===== src/rtl/rca_pipelined_addsub.sv =====
// Pipelined ripple-carry adder/subtractor: WIDTH bits split into STAGES registered slices,
// with skewed operand/sum registers so every bit of a transaction leaves in the same cycle.
module rca_pipelined_addsub #(
  parameter int WIDTH  = 32,
  parameter int STAGES = 4
) (
  input  logic             i_clk,
  input  logic             i_rst,
  input  logic             i_valid,
  output logic             o_ready,
  input  logic [WIDTH-1:0] i_add_term1,
  input  logic [WIDTH-1:0] i_add_term2,
  input  logic             i_carry,
  input  logic             i_sub,
  output logic             o_valid,
  input  logic             i_ready,
  output logic [WIDTH:0]   o_result,
  output logic             o_overflow
);
  localparam int CHUNK = WIDTH / STAGES;

  logic             en;
  logic [WIDTH-1:0] b_cond;
  logic             cin;

  function automatic logic [1:0] full_add(input logic a, input logic b, input logic c);
    return {(a & b) | (c & (a ^ b)), a ^ b ^ c};
  endfunction

  // Mode is folded into B and the slice-0 carry here, so it travels with the data.
  assign b_cond  = i_sub ? ~i_add_term2 : i_add_term2;
  assign cin     = i_sub | i_carry;
  assign en      = ~o_valid | i_ready;
  assign o_ready = en;

  for (genvar k = 0; k < STAGES; k++) begin : g_stage
    localparam int DONE = (k + 1) * CHUNK;
    localparam int REM  = WIDTH - DONE;

    logic [CHUNK-1:0] a_sl;
    logic [CHUNK-1:0] b_sl;
    logic [CHUNK-1:0] s_sl;
    logic             c_in;
    logic             c_out;
    logic             v_in;
    logic [DONE-1:0]  sum_nxt;
    logic [DONE-1:0]  sum_p;
    logic             carry_p;
    logic             vld_p;

    if (k == 0) begin : g_src
      assign a_sl    = i_add_term1[CHUNK-1:0];
      assign b_sl    = b_cond[CHUNK-1:0];
      assign c_in    = cin;
      assign v_in    = i_valid;
      assign sum_nxt = s_sl;
    end else begin : g_src
      assign a_sl    = g_stage[k-1].g_ops.opa_p[CHUNK-1:0];
      assign b_sl    = g_stage[k-1].g_ops.opb_p[CHUNK-1:0];
      assign c_in    = g_stage[k-1].carry_p;
      assign v_in    = g_stage[k-1].vld_p;
      assign sum_nxt = {s_sl, g_stage[k-1].sum_p};
    end

    always_comb begin
      logic c;
      c    = c_in;
      s_sl = '0;
      for (int i = 0; i < CHUNK; i++) begin
        {c, s_sl[i]} = full_add(a_sl[i], b_sl[i], c);
      end
      c_out = c;
    end

    // Stage k boundary: finished sum bits, slice carry and valid.
    always_ff @(posedge i_clk or posedge i_rst) begin
      if (i_rst) begin
        vld_p   <= 1'b0;
        carry_p <= 1'b0;
        sum_p   <= '0;
      end else if (en) begin
        vld_p   <= v_in;
        carry_p <= c_out;
        sum_p   <= sum_nxt;
      end
    end

    if (REM > 0) begin : g_ops
      logic [REM-1:0] opa_p;
      logic [REM-1:0] opb_p;
      logic [REM-1:0] opa_nxt;
      logic [REM-1:0] opb_nxt;

      if (k == 0) begin : g_rest
        assign opa_nxt = i_add_term1[WIDTH-1:CHUNK];
        assign opb_nxt = b_cond[WIDTH-1:CHUNK];
      end else begin : g_rest
        assign opa_nxt = g_stage[k-1].g_ops.opa_p[REM+CHUNK-1:CHUNK];
        assign opb_nxt = g_stage[k-1].g_ops.opb_p[REM+CHUNK-1:CHUNK];
      end

      // Stage k boundary: operand bits still waiting for their slice.
      always_ff @(posedge i_clk or posedge i_rst) begin
        if (i_rst) begin
          opa_p <= '0;
          opb_p <= '0;
        end else if (en) begin
          opa_p <= opa_nxt;
          opb_p <= opb_nxt;
        end
      end
    end

    if (k == STAGES - 1) begin : g_ovf
      logic ovf_p;
      // Carry into the MSB is recovered from its sum bit: a ^ b ^ s.
      always_ff @(posedge i_clk or posedge i_rst) begin
        if (i_rst) begin
          ovf_p <= 1'b0;
        end else if (en) begin
          ovf_p <= (a_sl[CHUNK-1] ^ b_sl[CHUNK-1] ^ s_sl[CHUNK-1]) ^ c_out;
        end
      end
    end
  end

  assign o_valid    = g_stage[STAGES-1].vld_p;
  assign o_result   = {g_stage[STAGES-1].carry_p, g_stage[STAGES-1].sum_p};
  assign o_overflow = g_stage[STAGES-1].g_ovf.ovf_p;

endmodule

===== config.mk =====
export PLATFORM = sky130hd
export DESIGN_NAME = rca_pipelined_addsub
export DESIGN_NICKNAME = d
export VERILOG_FILES = /design/src/rtl/rca_pipelined_addsub.sv
export SDC_FILE = /design/constraint.sdc
export NUM_CORES = 1
export LEC_CHECK = 0
export CAP_MARGIN = 10
export CORE_MARGIN = 3
export CORE_UTILIZATION = 60
export DETAILED_ROUTE_END_ITERATION = 6
export PLACE_DENSITY = 0.85
export SKIP_LAST_GASP = 1
export SLEW_MARGIN = 20
export SYNTH_ARGS = -nofsm -noshare
export SYNTH_HDL_FRONTEND = slang
export SYNTH_SLANG_ARGS = --single-unit

===== constraint.sdc =====
create_clock -name i_clk -period 18.29 [get_ports i_clk]
set_input_delay 5.487 -clock i_clk [delete_from_list [all_inputs] [get_ports i_clk]]
set_output_delay 5.487 -clock i_clk [all_outputs]
set_load 0.05 [all_outputs]

== Word level (Yosys, flattened, before mapping) ==
Cells that the tools add are included.
Storage, ports and cells
  logic and storage cells: 186
  register bits: 185
Operators by class
  muxes and demuxes: 1
  bitwise logic cells: 166
Operators by type and width (count)
  XOR 1 bit: 66
  bitwise AND 1 bit: 64
  OR 1 bit: 34
  two-way mux 32 bit: 1
  inverter 32 bit: 1
  inverter 1 bit: 1

== Longest topological paths before layout ==
Gate-level depths: netlist (run 1).
  word-level depth: 19
  depth in mapped cells: 14
  depth with buffers taken out: 14

== Worst setup path before layout (run 1) ==
OpenSTA, ideal clock, no wires.
  path kind: input-to-output
  start point: in i_ready
  end point: out o_ready
  data required time: 12.803 ns
  arrival: 6.222 ns
  stages on the path: 5
  path slack: 6.581 ns
  path through: nand2b_1 -> buf_2 -> buf_6 -> buf_6 -> buf_6
Between the ends
  cells in the longest elaborated chain, start to end: 1
RTL lines
  from (decl): line 16  | input logic i_ready,
  OR 1 bit: line 33  | assign en = ~o_valid | i_ready;
  to (decl): line 10  | output logic o_ready,
Every way passes these cells.

== Worst setup path in the final report (run 1) ==
Ends and elaborated chain as after synthesis.

==> out/summary.txt, run 1 <==
grt met1 use: 25.6%
via count: 4170
share of layout cells above drive strength 1: 25.6%
Routed Antenna Nets: 0
fill count: 831
Placeable Area: 13600 um2
number of setup buffers added after CTS: 0
met3 Usage GRT: 4.69%
htree depth: 4
Pwr per Cell Area: 181 nW/um2
LEAKAGE: 4.64 nW
area grow syn2layout: 18.4%
Gate Count Post-Synth: 509
Int Pwr: 1.20 mW
final setup TNS: 0 ns
largest net degree at the start of global routing: 116
Clk network pwr share: 17.6%
Inst Count DP: 765
Crit path required time: 12.80 ns
routing usage on met2: 31.3%
post-synthesis sequential area ratio: 54.5%
Comb power frac: 43.4%
crit path time final: 13.83 ns
starting density of the core: 62.7%
clock latency on the worst-skew pair: 0.42 ns
CTS sink cnt: 185
number of remaining DRC errors: 0
vias in the first global route: 4657
GRT busiest layer: met2
Peak VDD IR: 0.000101 V
I/O Pins: 106
Slew HR: 26.1%
worst-case clock buffer depth: 2
Final setup viols: 0
crit-path max FO: 65
Yosys top cell by area: dfrtp_1
Hold Fails Final Rpt: 0
most instantiated cells after synthesis: dfrtp_1 (185), mux2_4 (120), mux2_1 (47)
Syn Nets: 611
top-count cell post-synth: dfrtp_1
grt ovf: 0
Num CTS Buffers: 17
sw power: 622 uW
# rows: 42
Max Clk Rate: 72.3 MHz
unrepaired setup endpoints after global routing: false
TritonRoute pass-1 iters: 4
Resized Gates After CTS: 0
CTS tree: built
vias per inst: 5.27
max_cap viols: 0
WP data arrival: 8.35 ns
IO buf count: 105
syn_area_per_cell: 16.7 um2
Worst Hold Class: reg2reg
initial antenna violation count: 0
Startpoint Class: input port
die area: 15600 um2
synth top area cells: dfrtp_1 (54%), mux2_4 (21%), fa_1 (7.5%), mux2_1 (6.2%), xor2_1 (2.4%)
count of final max-slew check failures: 0
dpl hpwl: 9080 um
GPL Wtd Cong: 0.738
Sequential Power Share: 39.0%
Final Skew: 0.00792 ns
Synth warnings: 0
CP Class: in2out
Synth Flop Type: dfrtp_1
Reg clk slew, reported paths: 0.06 ns
Yosys reg bits: 185
status: complete, no violations
root buf cell: clkbuf_16
Layout Cells excl Fill: 792
post-synthesis cell area: 8500 um2
die span in x: 125 um
first-pass GRT wire length: 23800 um
nets: 710
crit end category: output pin
switching share of power: 34.1%
routed len/inst: 17.5 um
final period utilization: 75.6%
detailed router's first-iteration violation count: 225
diode count: 0
ys async rst share: 100%
Die Y-Extent: 125 um
Worst-Margin Slew: 1.11 ns
gr usage total: 19.2%
Synth top area share: 54.5%
hold buffers post-CTS: 0
Post-synth EDFFs: 0
total routed wirelength: 13900 um
Yosys cell types: 17
[sequential cells by signal, indices dropped and copies added (netlist names)]
register,cells
o_valid,1
g_stage.vld_p,3
g_stage.carry_p,4
g_stage.g_ops.opa_p,48
g_stage.sum_p,80
g_stage.g_ops.opb_p,48
o_overflow,1
[worst paths after layout]
check	slack (ns)	cells after the start	startpoint	end
min reg2reg	0.48	1	g_stage[2].vld_p	o_valid
max in group asynchronous	11.25	3	i_rst	g_stage[1].sum_p[8]
max reg2reg	14.38	14	g_stage[2].carry_p	o_overflow
max	4.46	3	i_ready	o_ready
min in group asynchronous	5.59	2	i_rst	g_stage[0].g_ops.opb_p[22]
min	0.48	1	g_stage[2].vld_p	o_valid
[area by class of cell]
class	count	area, um2	share of cell area [%]
Sequential cell	185	4630	46.0
Inverter	31	124	1.23
Tap cell	176	220	2.19
Timing Repair Buffer	108	1070	10.6
Clock inverter	3	20.0	0.199
Multi-Input combinational cell	265	3520	35.0
Clock buffer	24	482	4.79
[critical path, stage by stage]
cell and delay (ns):
clkdlybuf4s50_1 0.87, nand2b_4 1.00, clkdlybuf4s50_1 0.97
[layout by cell type (no fill, tap or decap), types with 9 or more instances in the layout]
master,synthesis,final
xnor2_1,10,10
fa_1,32,32
mux2_4,120,120
nor3b_1,13,13
dfrtp_1,185,185
a21oi_2,9,9
clkbuf_16,0,17
xor2_1,23,23
mux2_1,47,47
clkdlybuf4s50_1,0,104
inv_1,31,30
[layer usage]
| metal | share of wire, % | vias to the layer above |
|---|---|---|
| met5 | 0 | - |
| met4 | 1.5 | 0 |
| met3 | 3.9 | 17 |
| met2 | 51 | 81 |
| met1 | 44 | 2180 |
| li1 | - | 1892 |
[power by group through the flow]
stage          registers [mW]  logic, mW  clock network (mW)
2_1_floorplan           0.818      0.496                   0
3_3_place_gp            0.706      0.769                   0
3_5_place_dp            0.721      0.793                   0
4_1_cts                 0.716      0.804               0.328
5_1_grt                 0.740      0.854               0.347
6_report                0.712      0.791               0.322
[cell families after synthesis]
family,synth area share (%)
adder cells (fa/ha/maj),7.54
XOR/XNOR,3.40
AO/OA/AOI/OAI,1.16
AND/OR/NAND/NOR,1.34
multiplexers,27.9
buffers and inverters,4.20
flip-flops,54.5
[metrics by stage]
step | total power, mW | setup WS (ns) | hold slack [ns] | cell area [um2] | utilization [%]
after CTS | 1.85 | 4.45 | 0.483 | 10100 | 74.2
final | 1.83 | 4.46 | 0.477 | 10100 | 74.2
after global placement | 1.47 | 4.51 | 0.447 | 9560 | 70.5
after detailed placement | 1.51 | 4.46 | 0.469 | 9560 | 70.5
after floorplan | 1.31 | 6.58 | 0.435 | 8500 | -
after global routing | 1.94 | 4.34 | 0.503 | 10100 | 74.2
No activity file was read; power rests on OpenSTA's default activity.
==> inputs of run 2 (changes only) <==
- CORE_UTILIZATION: 60 -> 50
- PLACE_DENSITY: 0.85 -> 0.76
- clock period: 18.29 -> 11.8 ns (I/O delays scaled with it)
==> run 2 against run 1 <==
Effect of this change:
- power up 57%
- sequential power up 54%
- global-route usage down 3.2 points
- clock skew up 0.0033 ns
- combinational power up 55%
- final cell count up 6.3%
- die area up 19%
- largest cell class unchanged
- worst hold slack worse by 0.0010 ns
==> out/summary.txt, run 2 (synthesis gave the netlist of run 1 again) <==
status: complete, no violations (unchanged)
root buf cell: clkbuf_16 (unchanged)
dpl hpwl: 8990 um (was 9080 um)
total routed wirelength: 13600 um (was 13900 um)
I/O Pins: 106 (unchanged)
area grow syn2layout: 20.1% (was 18.4%)
final period utilization: 80.9%
final setup margin: 2.25 ns (was 4.46 ns)
CTS sink cnt: 185 (unchanged)
Num CTS Buffers: 17 (unchanged)
Slew HR: 26.9% (was 26.1%)
clock latency on the worst-skew pair: 0.43 ns (was 0.42 ns)
gr usage total: 15.9% (was 19.2%)
Largest regs: g_stage.sum_p: 80 flops, g_stage.g_ops.opa_p: 48 flops, g_stage.g_ops.opb_p: 48 flops (unchanged)
CP Class: in2out (unchanged)
die span in x: 136 um (was 125 um)
die area: 18600 um2 (was 15600 um2)
Hold Fails Final Rpt: 0 (unchanged)
crit end category: output pin (unchanged)
number of setup buffers added after CTS: 0 (unchanged)
Crit path largest cell delay: 0.96 ns (was 1.00 ns)
met2 wire length: 6630 um (was 7050 um)
commonest non-fill, non-tap cell in the layout: dfrtp_1 (unchanged)
fill count: 1216 (was 831)
M1 WL: 6350 um (was 6090 um)
Post-Place Setup Slack: 2.24 ns (was 4.46 ns)
unrepaired setup endpoints after global routing: false (unchanged)
CTS tree: built (unchanged)
GPL Wtd Cong: 0.730 (was 0.738)
max reg flops: 80 (unchanged)
Crit path required time: 8.26 ns (was 12.80 ns)
vias in the first global route: 4568 (was 4657)
initial antenna violation count: 0 (unchanged)
crit-path max FO: 57 (was 65)
Pwr per Cell Area: 282 nW/um2 (was 181 nW/um2)
starting density of the core: 51.3% (was 62.7%)
Peak VDD IR: 0.000177 V (was 0.000101 V)
worst-case clock buffer depth: 2 (unchanged)
final setup TNS: 0 ns (unchanged)
count of final max-slew check failures: 0 (unchanged)
Final Skew: 0.0112 ns (was 0.00792 ns)
largest net degree at the start of global routing: 115 (was 116)
crit path time final: 9.55 ns
grt ovf: 0 (unchanged)
number of remaining DRC errors: 0 (unchanged)
WP data arrival: 6.01 ns (was 8.35 ns)
share of layout cells above drive strength 1: 26.7% (was 25.6%)
met3 wire len: 476 um (was 537 um)
TritonRoute pass-1 iters: 4 (unchanged)
CP max-delay cell: clkdlybuf4s50_1 (was nand2b_4)
nets: 711 (was 710)
Max Clk Rate: 105 MHz
routed len/inst: 16.2 um (was 17.5 um)
CP delay by family, top: buffers and inverters (unchanged)
IO buf count: 105 (unchanged)
Worst Hold Class: reg2reg (unchanged)
Worst-Margin Slew: 1.10 ns (was 1.11 ns)
Die Y-Extent: 136 um (was 125 um)
hold buffers post-CTS: 0 (unchanged)
WP buf/inv: 3 (was 2)
Placeable Area: 16600 um2 (was 13600 um2)
detailed router's first-iteration violation count: 151 (was 225)
Reg clk slew, reported paths: 0.06 ns (about the same)
Startpoint Class: input port (unchanged)
diode count: 0 (unchanged)
htree depth: 4 (unchanged)
first-pass GRT wire length: 23000 um (was 23800 um)
LEAKAGE: 4.68 nW (was 4.64 nW)
Resized Gates After CTS: 0 (unchanged)
critical path cell sequence: clkdlybuf4s50_1 > buf_4 > nand2b_4 > clkdlybuf4s50_1 (was clkdlybuf4s50_1 > nand2b_4 > clkdlybuf4s50_1)
max_cap viols: 0 (unchanged)
commonest cells after routing, fill and taps aside: dfrtp_1 (185), mux2_4 (120), clkdlybuf4s50_1 (104) (unchanged)
via count: 4136 (was 4170)
most frequent CP cell: clkdlybuf4s50_1 (unchanged)
Routed Antenna Nets: 0 (unchanged)
Final setup viols: 0 (unchanged)
# rows: 47 (was 42)
Reg with most FFs: g_stage.sum_p (unchanged)
top sig layer: met4 (unchanged)
vias per inst: 4.91 (was 5.27)
PnR Total Power: 2.87 mW (was 1.83 mW)
==> run 2: cell count changes in the layout (fill, tap and decap cells not counted), sizes merged <==
| cell | change |
|---|---|
| clkinv | +2 |
| inv | +2 |
| buf | +1 |
| bufinv | +1 |
| clkbuf | -1 |
| clkinvlp | +1 |
==> run 2: report_power, final <==
group	switching (mW)	internal (mW)	total [mW]	leakage [nW]
combinational	0.565	0.661	1.23	2.27
clock	0.233	0.314	0.547	0.276
sequential	0.177	0.923	1.10	2.14
==> run 2: worst paths after layout <==
kind	depth (start not counted)	slack, ns	from	endpoint
worst max-delay path	4	2.25	i_ready	o_ready
worst min-delay path	1	0.48	g_stage[2].vld_p	o_valid
worst max register to register	14	7.87	g_stage[2].carry_p	o_overflow
worst min register to register	1	0.48	g_stage[2].vld_p	o_valid
max in group asynchronous	3	6.72	i_rst	g_stage[1].sum_p[6]
min in group asynchronous	2	3.63	i_rst	g_stage[0].vld_p
==> run 2: layer usage <==
layer  track usage [%]  vias to the layer above
met5                 0                        -
met4              5.32                        0
met3              4.18                       16
met2              25.1                       74
met1              21.7                     2142
li1                  -                     1904
==> run 2: final cells by class <==
type                            instances  area [um2]  area share, %
Sequential cell                       185        4630           45.4
Clock inverter                          9        88.8          0.870
Multi-Input combinational cell        265        3520           34.5
Tap cell                              220         275           2.70
Inverter                               31         124           1.21
Clock buffer                           23         488           4.78
Timing Repair Buffer                  109        1080           10.6
==> run 2: per-stage QoR <==
step | util, % | hold WS (ns) | area [um2] | std cells
after floorplan | - | 0.435 | 8500 | 509
after global placement | 58.0 | 0.451 | 9630 | 810
after detailed placement | 58.0 | 0.462 | 9630 | 810
after CTS | 61.5 | 0.477 | 10200 | 842
after global routing | 61.5 | 0.493 | 10200 | 842
final | 61.5 | 0.476 | 10200 | 842
==> run 2: worst reg2reg max path, stage by stage (launching register included) <==
cell,delay [ns]
dfrtp_1,0.36
inv_1,0.09
fa_1,0.18
inv_1,0.05
fa_1,0.38
fa_1,0.40
fa_1,0.39
fa_1,0.42
fa_1,0.39
inv_1,0.08
fa_1,0.23
inv_1,0.07
fa_1,0.40
xnor2_1,0.14
mux2_4,0.25
